==> src/rtl/rv_mem_pkg.sv <==
// -----------------------------------------------------------------------------
// rv_mem_pkg
// Shared definitions for the RISC-V memory access controller:
//   - mem_sm_type : controller FSM state encoding (IDLE, REQ, RDATA, DONE)
//   - DEF_TIMEOUT : default watchdog limit in cycles
//   - DEF_CNT_W   : default watchdog counter width
// Build option: RV_MEM_TIMEOUT_EN (consumed by rv_mem_ctl) enables the watchdog.
// -----------------------------------------------------------------------------
package rv_mem_pkg;

    typedef enum logic [1:0] {
        IDLE  = 2'd0,
        REQ   = 2'd1,
        RDATA = 2'd2,
        DONE  = 2'd3
    } mem_sm_type;

    localparam int unsigned DEF_TIMEOUT = 255;
    localparam int unsigned DEF_CNT_W   = 8;

endpackage : rv_mem_pkg

==> src/rtl/rv_mem_wdog.sv <==
// -----------------------------------------------------------------------------
// rv_mem_wdog
// Handshake watchdog: counts cycles spent waiting in a memory wait state and
// flags expiry once the count reaches TIMEOUT.
// Only instantiated when RV_MEM_TIMEOUT_EN is defined.
//
// Ports:
//   clk       in   clock, rising edge
//   rst       in   asynchronous reset, active-low
//   clr_i     in   clear counter (asserted on the edge entering a wait state)
//   en_i      in   currently in a wait state; count advances each cycle
//   expire_o  out  count has reached TIMEOUT while enabled
// -----------------------------------------------------------------------------
module rv_mem_wdog
    import rv_mem_pkg::*;
#(
    parameter int unsigned TIMEOUT = DEF_TIMEOUT,
    parameter int unsigned CNT_W   = DEF_CNT_W
) (
    input  logic clk,
    input  logic rst,
    input  logic clr_i,
    input  logic en_i,
    output logic expire_o
);

    localparam logic [CNT_W-1:0] LIMIT = CNT_W'(TIMEOUT);

    logic [CNT_W-1:0] cnt_q;
    logic [CNT_W-1:0] cnt_d;

    // Clear wins over count so re-entry into a wait state starts from zero;
    // the count parks at LIMIT since the FSM leaves on expiry anyway.
    always_comb begin
        cnt_d = cnt_q;
        if (clr_i) begin
            cnt_d = '0;
        end else if (en_i && (cnt_q != LIMIT)) begin
            cnt_d = cnt_q + CNT_W'(1);
        end
    end

    always_ff @(posedge clk or negedge rst) begin
        if (!rst) begin
            cnt_q <= '0;
        end else begin
            cnt_q <= cnt_d;
        end
    end

    assign expire_o = en_i && (cnt_q == LIMIT);

endmodule : rv_mem_wdog

==> src/rtl/rv_mem_ctl.sv <==
// -----------------------------------------------------------------------------
// rv_mem_ctl
// Memory access controller between the multicycle RISC-V core and an external
// word memory with a variable-latency req/gnt/rvalid handshake. One load or
// store is accepted in IDLE, the request is latched, the memory handshake is
// driven, and completion is signalled with a one-cycle cpu_done pulse
// (cpu_err qualifies it). Load data is held in cpu_rdata until the next load.
//
// Build option: RV_MEM_TIMEOUT_EN -- adds a watchdog (rv_mem_wdog) that aborts
// a REQ/RDATA wait after TIMEOUT cycles with an error completion. Without it
// the FSM waits indefinitely and cpu_err reports misalignment only.
//
// Ports:
//   clk         in   clock, rising edge
//   rst         in   asynchronous reset, active-low
//   cpu_req     in   start access (sampled in IDLE only)
//   cpu_we      in   1 = store, 0 = load
//   cpu_addr    in   [31:0] byte address (must be word aligned)
//   cpu_wdata   in   [31:0] store data
//   cpu_rdata   out  [31:0] last load result
//   cpu_busy    out  access in progress (REQ/RDATA)
//   cpu_done    out  one-cycle completion pulse
//   cpu_err     out  error completion (misaligned or watchdog abort)
//   mem_req     out  memory request
//   mem_we      out  latched write enable
//   mem_addr    out  [29:0] latched word address
//   mem_wdata   out  [31:0] latched store data
//   mem_gnt     in   request accepted this cycle
//   mem_rvalid  in   read data valid (honoured in RDATA only)
//   mem_rdata   in   [31:0] read data
// -----------------------------------------------------------------------------
module rv_mem_ctl
    import rv_mem_pkg::*;
#(
    parameter int unsigned TIMEOUT = DEF_TIMEOUT,
    parameter int unsigned CNT_W   = DEF_CNT_W
) (
    input  logic        clk,
    input  logic        rst,
    input  logic        cpu_req,
    input  logic        cpu_we,
    input  logic [31:0] cpu_addr,
    input  logic [31:0] cpu_wdata,
    output logic [31:0] cpu_rdata,
    output logic        cpu_busy,
    output logic        cpu_done,
    output logic        cpu_err,
    output logic        mem_req,
    output logic        mem_we,
    output logic [29:0] mem_addr,
    output logic [31:0] mem_wdata,
    input  logic        mem_gnt,
    input  logic        mem_rvalid,
    input  logic [31:0] mem_rdata
);

    // Reject a watchdog limit that the counter cannot represent.
    if (TIMEOUT >= (64'd1 << CNT_W)) begin : g_cfg_check
        $error("rv_mem_ctl: TIMEOUT must be below 2**CNT_W");
    end

    mem_sm_type  state_q;
    logic        mem_req_q;
    logic        mem_we_q;
    logic [29:0] mem_addr_q;
    logic [31:0] mem_wdata_q;
    logic [31:0] cpu_rdata_q;
    logic        cpu_busy_q;
    logic        cpu_done_q;
    logic        cpu_err_q;

    logic        aligned;
    logic        wd_expire;

    assign aligned = (cpu_addr[1:0] == 2'b00);

`ifdef RV_MEM_TIMEOUT_EN
    logic wd_clr;
    logic wd_en;

    // Clear on the edges that enter REQ (aligned acceptance) or RDATA
    // (load grant); count while waiting in either state.
    assign wd_clr = ((state_q == IDLE) && cpu_req && aligned) ||
                    ((state_q == REQ) && mem_gnt && !mem_we_q);
    assign wd_en  = (state_q == REQ) || (state_q == RDATA);

    rv_mem_wdog #(
        .TIMEOUT (TIMEOUT),
        .CNT_W   (CNT_W)
    ) u_wdog (
        .clk      (clk),
        .rst      (rst),
        .clr_i    (wd_clr),
        .en_i     (wd_en),
        .expire_o (wd_expire)
    );
`else
    assign wd_expire = 1'b0;
`endif

    // Outputs are registered alongside the state so they reflect it exactly.
    // A handshake is tested before expiry so it wins on the limit cycle.
    always_ff @(posedge clk or negedge rst) begin
        if (!rst) begin
            state_q     <= IDLE;
            mem_req_q   <= 1'b0;
            mem_we_q    <= 1'b0;
            mem_addr_q  <= '0;
            mem_wdata_q <= '0;
            cpu_rdata_q <= '0;
            cpu_busy_q  <= 1'b0;
            cpu_done_q  <= 1'b0;
            cpu_err_q   <= 1'b0;
        end else begin
            case (state_q)
                IDLE: begin
                    if (cpu_req) begin
                        mem_we_q    <= cpu_we;
                        mem_addr_q  <= cpu_addr[31:2];
                        mem_wdata_q <= cpu_wdata;
                        if (aligned) begin
                            state_q    <= REQ;
                            mem_req_q  <= 1'b1;
                            cpu_busy_q <= 1'b1;
                        end else begin
                            // Misaligned: complete with error, no memory cycle.
                            state_q    <= DONE;
                            cpu_done_q <= 1'b1;
                            cpu_err_q  <= 1'b1;
                        end
                    end
                end
                REQ: begin
                    if (mem_gnt) begin
                        mem_req_q <= 1'b0;
                        if (mem_we_q) begin
                            state_q    <= DONE;
                            cpu_busy_q <= 1'b0;
                            cpu_done_q <= 1'b1;
                        end else begin
                            state_q <= RDATA;
                        end
                    end else if (wd_expire) begin
                        state_q    <= DONE;
                        mem_req_q  <= 1'b0;
                        cpu_busy_q <= 1'b0;
                        cpu_done_q <= 1'b1;
                        cpu_err_q  <= 1'b1;
                    end
                end
                RDATA: begin
                    if (mem_rvalid) begin
                        state_q     <= DONE;
                        cpu_rdata_q <= mem_rdata;
                        cpu_busy_q  <= 1'b0;
                        cpu_done_q  <= 1'b1;
                    end else if (wd_expire) begin
                        state_q    <= DONE;
                        cpu_busy_q <= 1'b0;
                        cpu_done_q <= 1'b1;
                        cpu_err_q  <= 1'b1;
                    end
                end
                DONE: begin
                    state_q    <= IDLE;
                    cpu_done_q <= 1'b0;
                    cpu_err_q  <= 1'b0;
                end
                default: begin
                    state_q    <= IDLE;
                    mem_req_q  <= 1'b0;
                    cpu_busy_q <= 1'b0;
                    cpu_done_q <= 1'b0;
                    cpu_err_q  <= 1'b0;
                end
            endcase
        end
    end

    assign mem_req   = mem_req_q;
    assign mem_we    = mem_we_q;
    assign mem_addr  = mem_addr_q;
    assign mem_wdata = mem_wdata_q;
    assign cpu_rdata = cpu_rdata_q;
    assign cpu_busy  = cpu_busy_q;
    assign cpu_done  = cpu_done_q;
    assign cpu_err   = cpu_err_q;

endmodule : rv_mem_ctl

==> config.mk <==
export PLATFORM = sky130hd
export DESIGN_NAME = rv_mem_ctl
export DESIGN_NICKNAME = d
export VERILOG_FILES = /design/src/rtl/rv_mem_pkg.sv /design/src/rtl/rv_mem_wdog.sv /design/src/rtl/rv_mem_ctl.sv
export SDC_FILE = /design/constraint.sdc
export NUM_CORES = 1
export LEC_CHECK = 0
export BUFFER_PORTS_ARGS = -buffer_cell sky130_fd_sc_hd__buf_2
export CAP_MARGIN = 20
export CORE_MARGIN = 3
export CORE_UTILIZATION = 41
export DETAILED_ROUTE_END_ITERATION = 16
export PLACE_DENSITY = 0.75
export SLEW_MARGIN = 10
export SYNTH_ARGS = -nofsm -noshare
export SYNTH_HDL_FRONTEND = slang
export SYNTH_HIERARCHICAL = 1
export SYNTH_SLANG_ARGS = --single-unit
==> constraint.sdc <==
create_clock -name clk -period 1.7 [get_ports clk]
set_input_delay 0.255 -clock clk [delete_from_list [all_inputs] [get_ports clk]]
set_output_delay 0.255 -clock clk [all_outputs]
set_load 0.01 [all_outputs]
Yosys cells after proc, flatten, opt, wreduce, memory -nomap -nowiden
Index checks and enable logic that the tools add are counted.
{"block": "word_totals", "register_bits": 101, "output_inout_bits": 99, "word_cells": 52}
{"block": "op_classes", "eq_ne": 9, "n_mux": 21, "n_bitwise": 1, "reduce_logical": 12}
{"cell": "1-bit two-way mux", "count": 12}
{"cell": "2-bit inequality test (second input constant)", "count": 6}
{"cell": "2-bit two-way mux", "count": 4}
{"cell": "2-bit case mux with 4 select lines", "count": 1}
{"cell": "3-bit AND reduction", "count": 2}
{"cell": "6-bit AND reduction", "count": 1}
{"cell": "5-bit AND reduction", "count": 1}
{"cell": "2-bit equality test (second input constant)", "count": 2}
{"cell": "2-bit logical NOT", "count": 2}
{"cell": "1-bit case mux with 2 select lines", "count": 2}
{"cell": "1-bit case mux with 4 select lines", "count": 1}
{"cell": "2-bit AND reduction", "count": 2}
{"cell": "4-bit AND reduction", "count": 1}
{"cell": "1-bit case mux with 3 select lines", "count": 1}
{"cell": "3-bit nonzero test", "count": 1}
{"cell": "2-bit by 1-bit equality test with 1-bit output (second input constant)", "count": 1}
{"cell": "2-bit nonzero test", "count": 1}
{"cell": "2-bit OR reduction", "count": 1}
{"cell": "1-bit inverter", "count": 1}

Longest topological paths before layout
{"block": "logic_depth", "depth_word": 4, "ltp_mapped": 6, "ltp_nobuf": 6}

Least setup slack after synthesis
OpenSTA, ideal clock, no wires.
{"block": "synth_timing", "path_type": "reg-to-reg", "from": "reg state_q[0]", "to": "reg state_q[0]", "setup_time_ns": 0.138, "arrival_time_ns": 1.411, "required_ns": 1.562, "path_slack_ns": 0.151, "stages_incl_launch_ff": 7, "path_buffers": 0, "synth_period_minus_slack_ns": 1.549, "path_cell_list": "dfrtp_1 -> inv_1 -> ha_1 -> inv_1 -> o221ai_2 -> a2111oi_0 -> a21oi_1"}
{"block": "synth_via", "elab_chain_cells": 3}
{"element": "start, declared", "line_no": "rv_mem_ctl.sv:62", "rtl": "mem_sm_type state_q;"}
{"element": "start signal, assigned", "line_no": "rv_mem_ctl.sv:105", "rtl": "state_q <= IDLE;"}
{"element": "start signal, assigned", "line_no": "rv_mem_ctl.sv:122", "rtl": "state_q <= REQ;"}
{"element": "start signal, assigned", "line_no": "rv_mem_ctl.sv:127", "rtl": "state_q <= DONE;"}
{"element": "2-bit equality test, or another cell as far along", "line_no": "rv_mem_ctl.sv:115", "rtl": "case (state_q)"}
{"element": "2-bit inequality test (no line)"}
{"element": "3-bit AND reduction (no line)"}
Parallel ways exist; a longest one is shown, timed or not.
A chain may end at the register's enable or synchronous reset.

Worst setup path after layout
{"block": "layout_timing", "from": "reg state_q[1]", "to": "reg state_q[0]"}
Same word-level chain as after synthesis.

==> impl.org <==
** Critical path
- Kind of capture point of the worst setup path :: flop
- The largest individual stage delay along the critical path comes from the cell dfrtp_1.
- In this run the register-to-register setup slack is 0.10 ns.
- In this design, the stage delay of the slowest critical-path cell is 0.39 ns.
- The critical path is of the reg2reg type.
- Worst R2R Start :: state_q[1]
- In this run the worst setup path begins at state_q[1].
- Cell-by-cell listing of the critical path :: inv_1 -> ha_2 -> inv_2 -> o221ai_4 -> buf_4 -> a21o_1 -> a21oi_1
- R2r worst-path depth :: 7
- The number of buffers and inverters on the critical path is 3.
- Gate family responsible for the most delay along the worst path :: compound AO/OA/AOI/OAI gates
- At the worst endpoint, the required time is 1.92 ns.
- Capture point of the critical path :: state_q[0]
- Endpoint of the lowest-slack register-to-register path :: state_q[0]
- Maximum fanout count along the critical path :: 6
- Data arrival time at the worst-slack endpoint :: 1.82 ns
- Logic depth of the worst path, buffers included :: 7
- The worst setup path is launched from a flop.

** Global routing
- Summed over all layers, the global routing overflow is 0.
- Entering global routing, the biggest net connects 47 pins.
- Aggregate global-route resource usage :: 15.8%
- Antenna violations before repair :: 0
- Vias in the first global route :: 2872
- The first global-routing pass estimated 14000 um of wire.

** Logic synthesis
- The biggest area contributor in the post-synthesis netlist is dfrtp_1.
- Cells after synthesis :: 243
- Net count of the mapped netlist :: 352
- Total of flip-flops plus latches after synthesis :: 101
- Area of the mapped netlist :: 3970 um^2
- Sorting the synthesized cells by area gives the leading types as dfrtp_1 (64%), mux2_2 (27%), ha_1 (2.2%), clkbuf_8 (2.1%), o21ai_0 (0.50%).
- The netlist uses 23 different library cells.
- Mean instance size in the synthesized netlist :: 16.3 um^2
- Sequential share of the synthesized area :: 63.6%
- Number of warning messages in the yosys log :: 6
- Synth top area share :: 63.6%

** Power
- In this run the power density over the cells is 1880 nW/um^2.
- Across the VDD grid, the largest voltage drop is 0.000939 V.
- Total power consumption of the routed design :: 0.0102 W
- Static Leakage :: 2.72 nW

** Clocking
- Counting every sink on the clock net gives 101.
- CTS placed an instance of clkbuf_8 at the clock tree root.
- CTS buffer count :: 9
- The clock reaches the later pin of the worst-skew pair after 0.35 ns.
- Clock-pin slew was measured on the worst setup and hold paths at 0.10 ns.
- CTS tree :: built
- Maximum level of the CTS H-tree :: 3
- CTS Buffer Depth :: 2

** Timing
- Final setup skew :: 0.00853 ns
- Unrepaired setup endpoints after global routing :: no
- Headroom to the max-slew limit came out at 67.0%.
- Fmax :: 627 MHz
- Period Utilization, post-route :: 93.8%
- Post-layout minimum cycle time :: 1.60 ns
- Slew Viols, Final :: 0
- The number of hold-slack violations in the final timing report is 0.
- Worst-case hold slack :: 0.129 ns
- Setup TNS :: 0 ns
- Post-route setup slack :: 0.105 ns
- Finish-stage setup viols :: 0
- At the pin with the least slew margin, the transition time is 0.495 ns.

** Run status
- Status :: finished clean

** Layout
- Relative to the synthesized area, the layout overhead comes to 36.5%.
- After the last flow step, the layout net total stands at 566.
- Antenna cell count :: 0
- Post-Layout Cell Count :: 591
- The post-route netlist has 71.6% of its cells at a drive strength greater than 1.

** Detailed routing
- The detailed router placed 2734 vias in this run.
- In the routed layout, each cell is associated on average with a via count of 4.63.
- The detail route stage leaves a number of antenna-violating nets equal to 0.
- For this run, the detailed router's first-pass iteration total came to 6.
- For this run, design rule violations remaining after detail routing come to 0.
- Post-Route WL :: 8830 um
- Routed WL per cell :: 14.9 um
- In this run, the number of DRC markers left after iteration 0 of detailed routing was 69.

** Floorplan
- Die span in x :: 104 um
- Core outline area :: 9330 um^2
- Boundary Pins :: 201
- The floorplan step defined a die boundary enclosing 10900 um^2.
- For this configuration, the core starts out at a cell density of 42.6%.
- Height of the die :: 104 um
- Number of rows in the core area :: 35

** Place
- Timing analysis after detailed placement gives a worst setup slack of -0.0957 ns.
- During placement, the flow inserted port buffers numbering 200.
- Dpl hpwl :: 6740 um
- Weighted congestion reported at the end of routability-driven placement :: 0.838
- Number of cells after detailed placement :: 569

** Worst hold path
- Class of the most critical hold timing path :: in2reg

** Flow run
- Count of max-cap constraint violations :: 0
flip-flops by register name, indices dropped and copies added (netlist names), 2 cells and up:
name / cells
mem_wdata: 32
state_q: 2
cpu_rdata: 32
mem_addr: 30
final cells by class:
| class | instances | area (um^2) |
|---|---|---|
| Tap cell | 129 | 161 |
| Sequential cell | 101 | 2530 |
| Fill cell | 814 | 3910 |
| Inverter | 5 | 18.8 |
| Multi-Input combinational cell | 128 | 1370 |
| Timing Repair Buffer | 212 | 1150 |
| Clock inverter | 6 | 68.8 |
| Clock buffer | 10 | 128 |
Yosys cell counts:
library cell  number
a2111oi_0          1
nor4b_2            1
o31ai_1            2
o21ai_0            4
clkbuf_8           6
a21o_1             1
nor3_1             1
a21oi_1            3
nor3b_1            1
nand2b_1           1
nand2_2            1
dfrtp_1          101
mux2i_1            1
ha_1               7
buf_2              3
inv_1              5
o41ai_1            1
nor2_1             2
nor2b_1            1
nand2_1            3
o221ai_2           1
a31oi_1            1
mux2_2            95
worst register-to-register path, delay by kind of cell (launching register included):
family / cells / cell delay [ns]
fa+ha+maj: 1 / 0.26
flops: 1 / 0.39
compound gates: 3 / 0.43
buf+inv: 3 / 0.41
metal layers:
metal | global-route usage, % | part of all wire, % | vias to the layer above
met5 | 0 | 0 | -
met1 | 17.7 | 38 | 1342
met3 | 3.17 | 5.9 | 8
li1 | - | - | 1281
met2 | 29.7 | 55 | 103
met4 | 5.51 | 1.0 | 0
stage by stage:
stage	utilization, %	instance area [um^2]
6_report	58.1	5420
5_1_grt	58.1	5420
4_1_cts	57.8	5400
3_5_place_dp	55.1	5130
2_1_floorplan	-	3970
3_3_place_gp	55.1	5130
worst min path at each step:
stage | slack (ns) | from | to | cells past startpoint
global route | 0.11 | cpu_addr[5] | mem_addr[3] | 2
global placement | 0.26 | rst | mem_wdata[16] | 1
finish | 0.13 | cpu_addr[29] | mem_addr[27] | 2
detailed placement | 0.26 | rst | mem_wdata[15] | 1
CTS | 0.10 | cpu_wdata[24] | mem_wdata[24] | 2
floorplan | -0.04 | rst | cpu_busy | 0
cells in the final DEF, fill, tap and decap left out, drive strengths merged:
cell and n:
mux2 95, nor3 1, bufinv 1, o41ai 1, nand2 4, mux2i 1, nor2b 1, nor2 2
clkinvlp 1, a2111oi 1, o221ai 1, dlygate4sd3 1, dfrtp 101, nor4b 1, a21o 1, clkbuf 10
clkinv 1, inv 8, nand2b 1, o21ai 4, ha 7, buf 211, nor3b 1, o31ai 2
a31oi 1, a21oi 3
kinds of logic after synthesis:
kind of cell / Yosys count / share of synthesized area [%]
AOI/OAI and AO/OA: 14 / 2.43
adders and majority gates: 7 / 2.20
buffers and inverters: 14 / 2.93
DFF: 101 / 63.6
muxes: 96 / 27.2
and+or+nand+nor: 11 / 1.64
power by group:
part / internal (W) / leakage, nW / switching, W
Sequential: 0.00364 / 1.19 / 0.000576
Clock: 0.000696 / 0.0977 / 0.000807
Combinational: 0.00239 / 1.43 / 0.00210
Total: 0.00672 / 2.72 / 0.00349
what timing repair did:
| action | CTS | global route |
|---|---|---|
| endpoints found under the hold margin | 34 | 0 |
| gates resized for setup | 5 | 5 |
| hold buffers | 1 | 0 |
| pin swaps | 1 | 2 |
| setup buffers | 3 | 2 |
| setup endpoints to repair | 3 | 4 |
(Power assumes the default switching activity.)
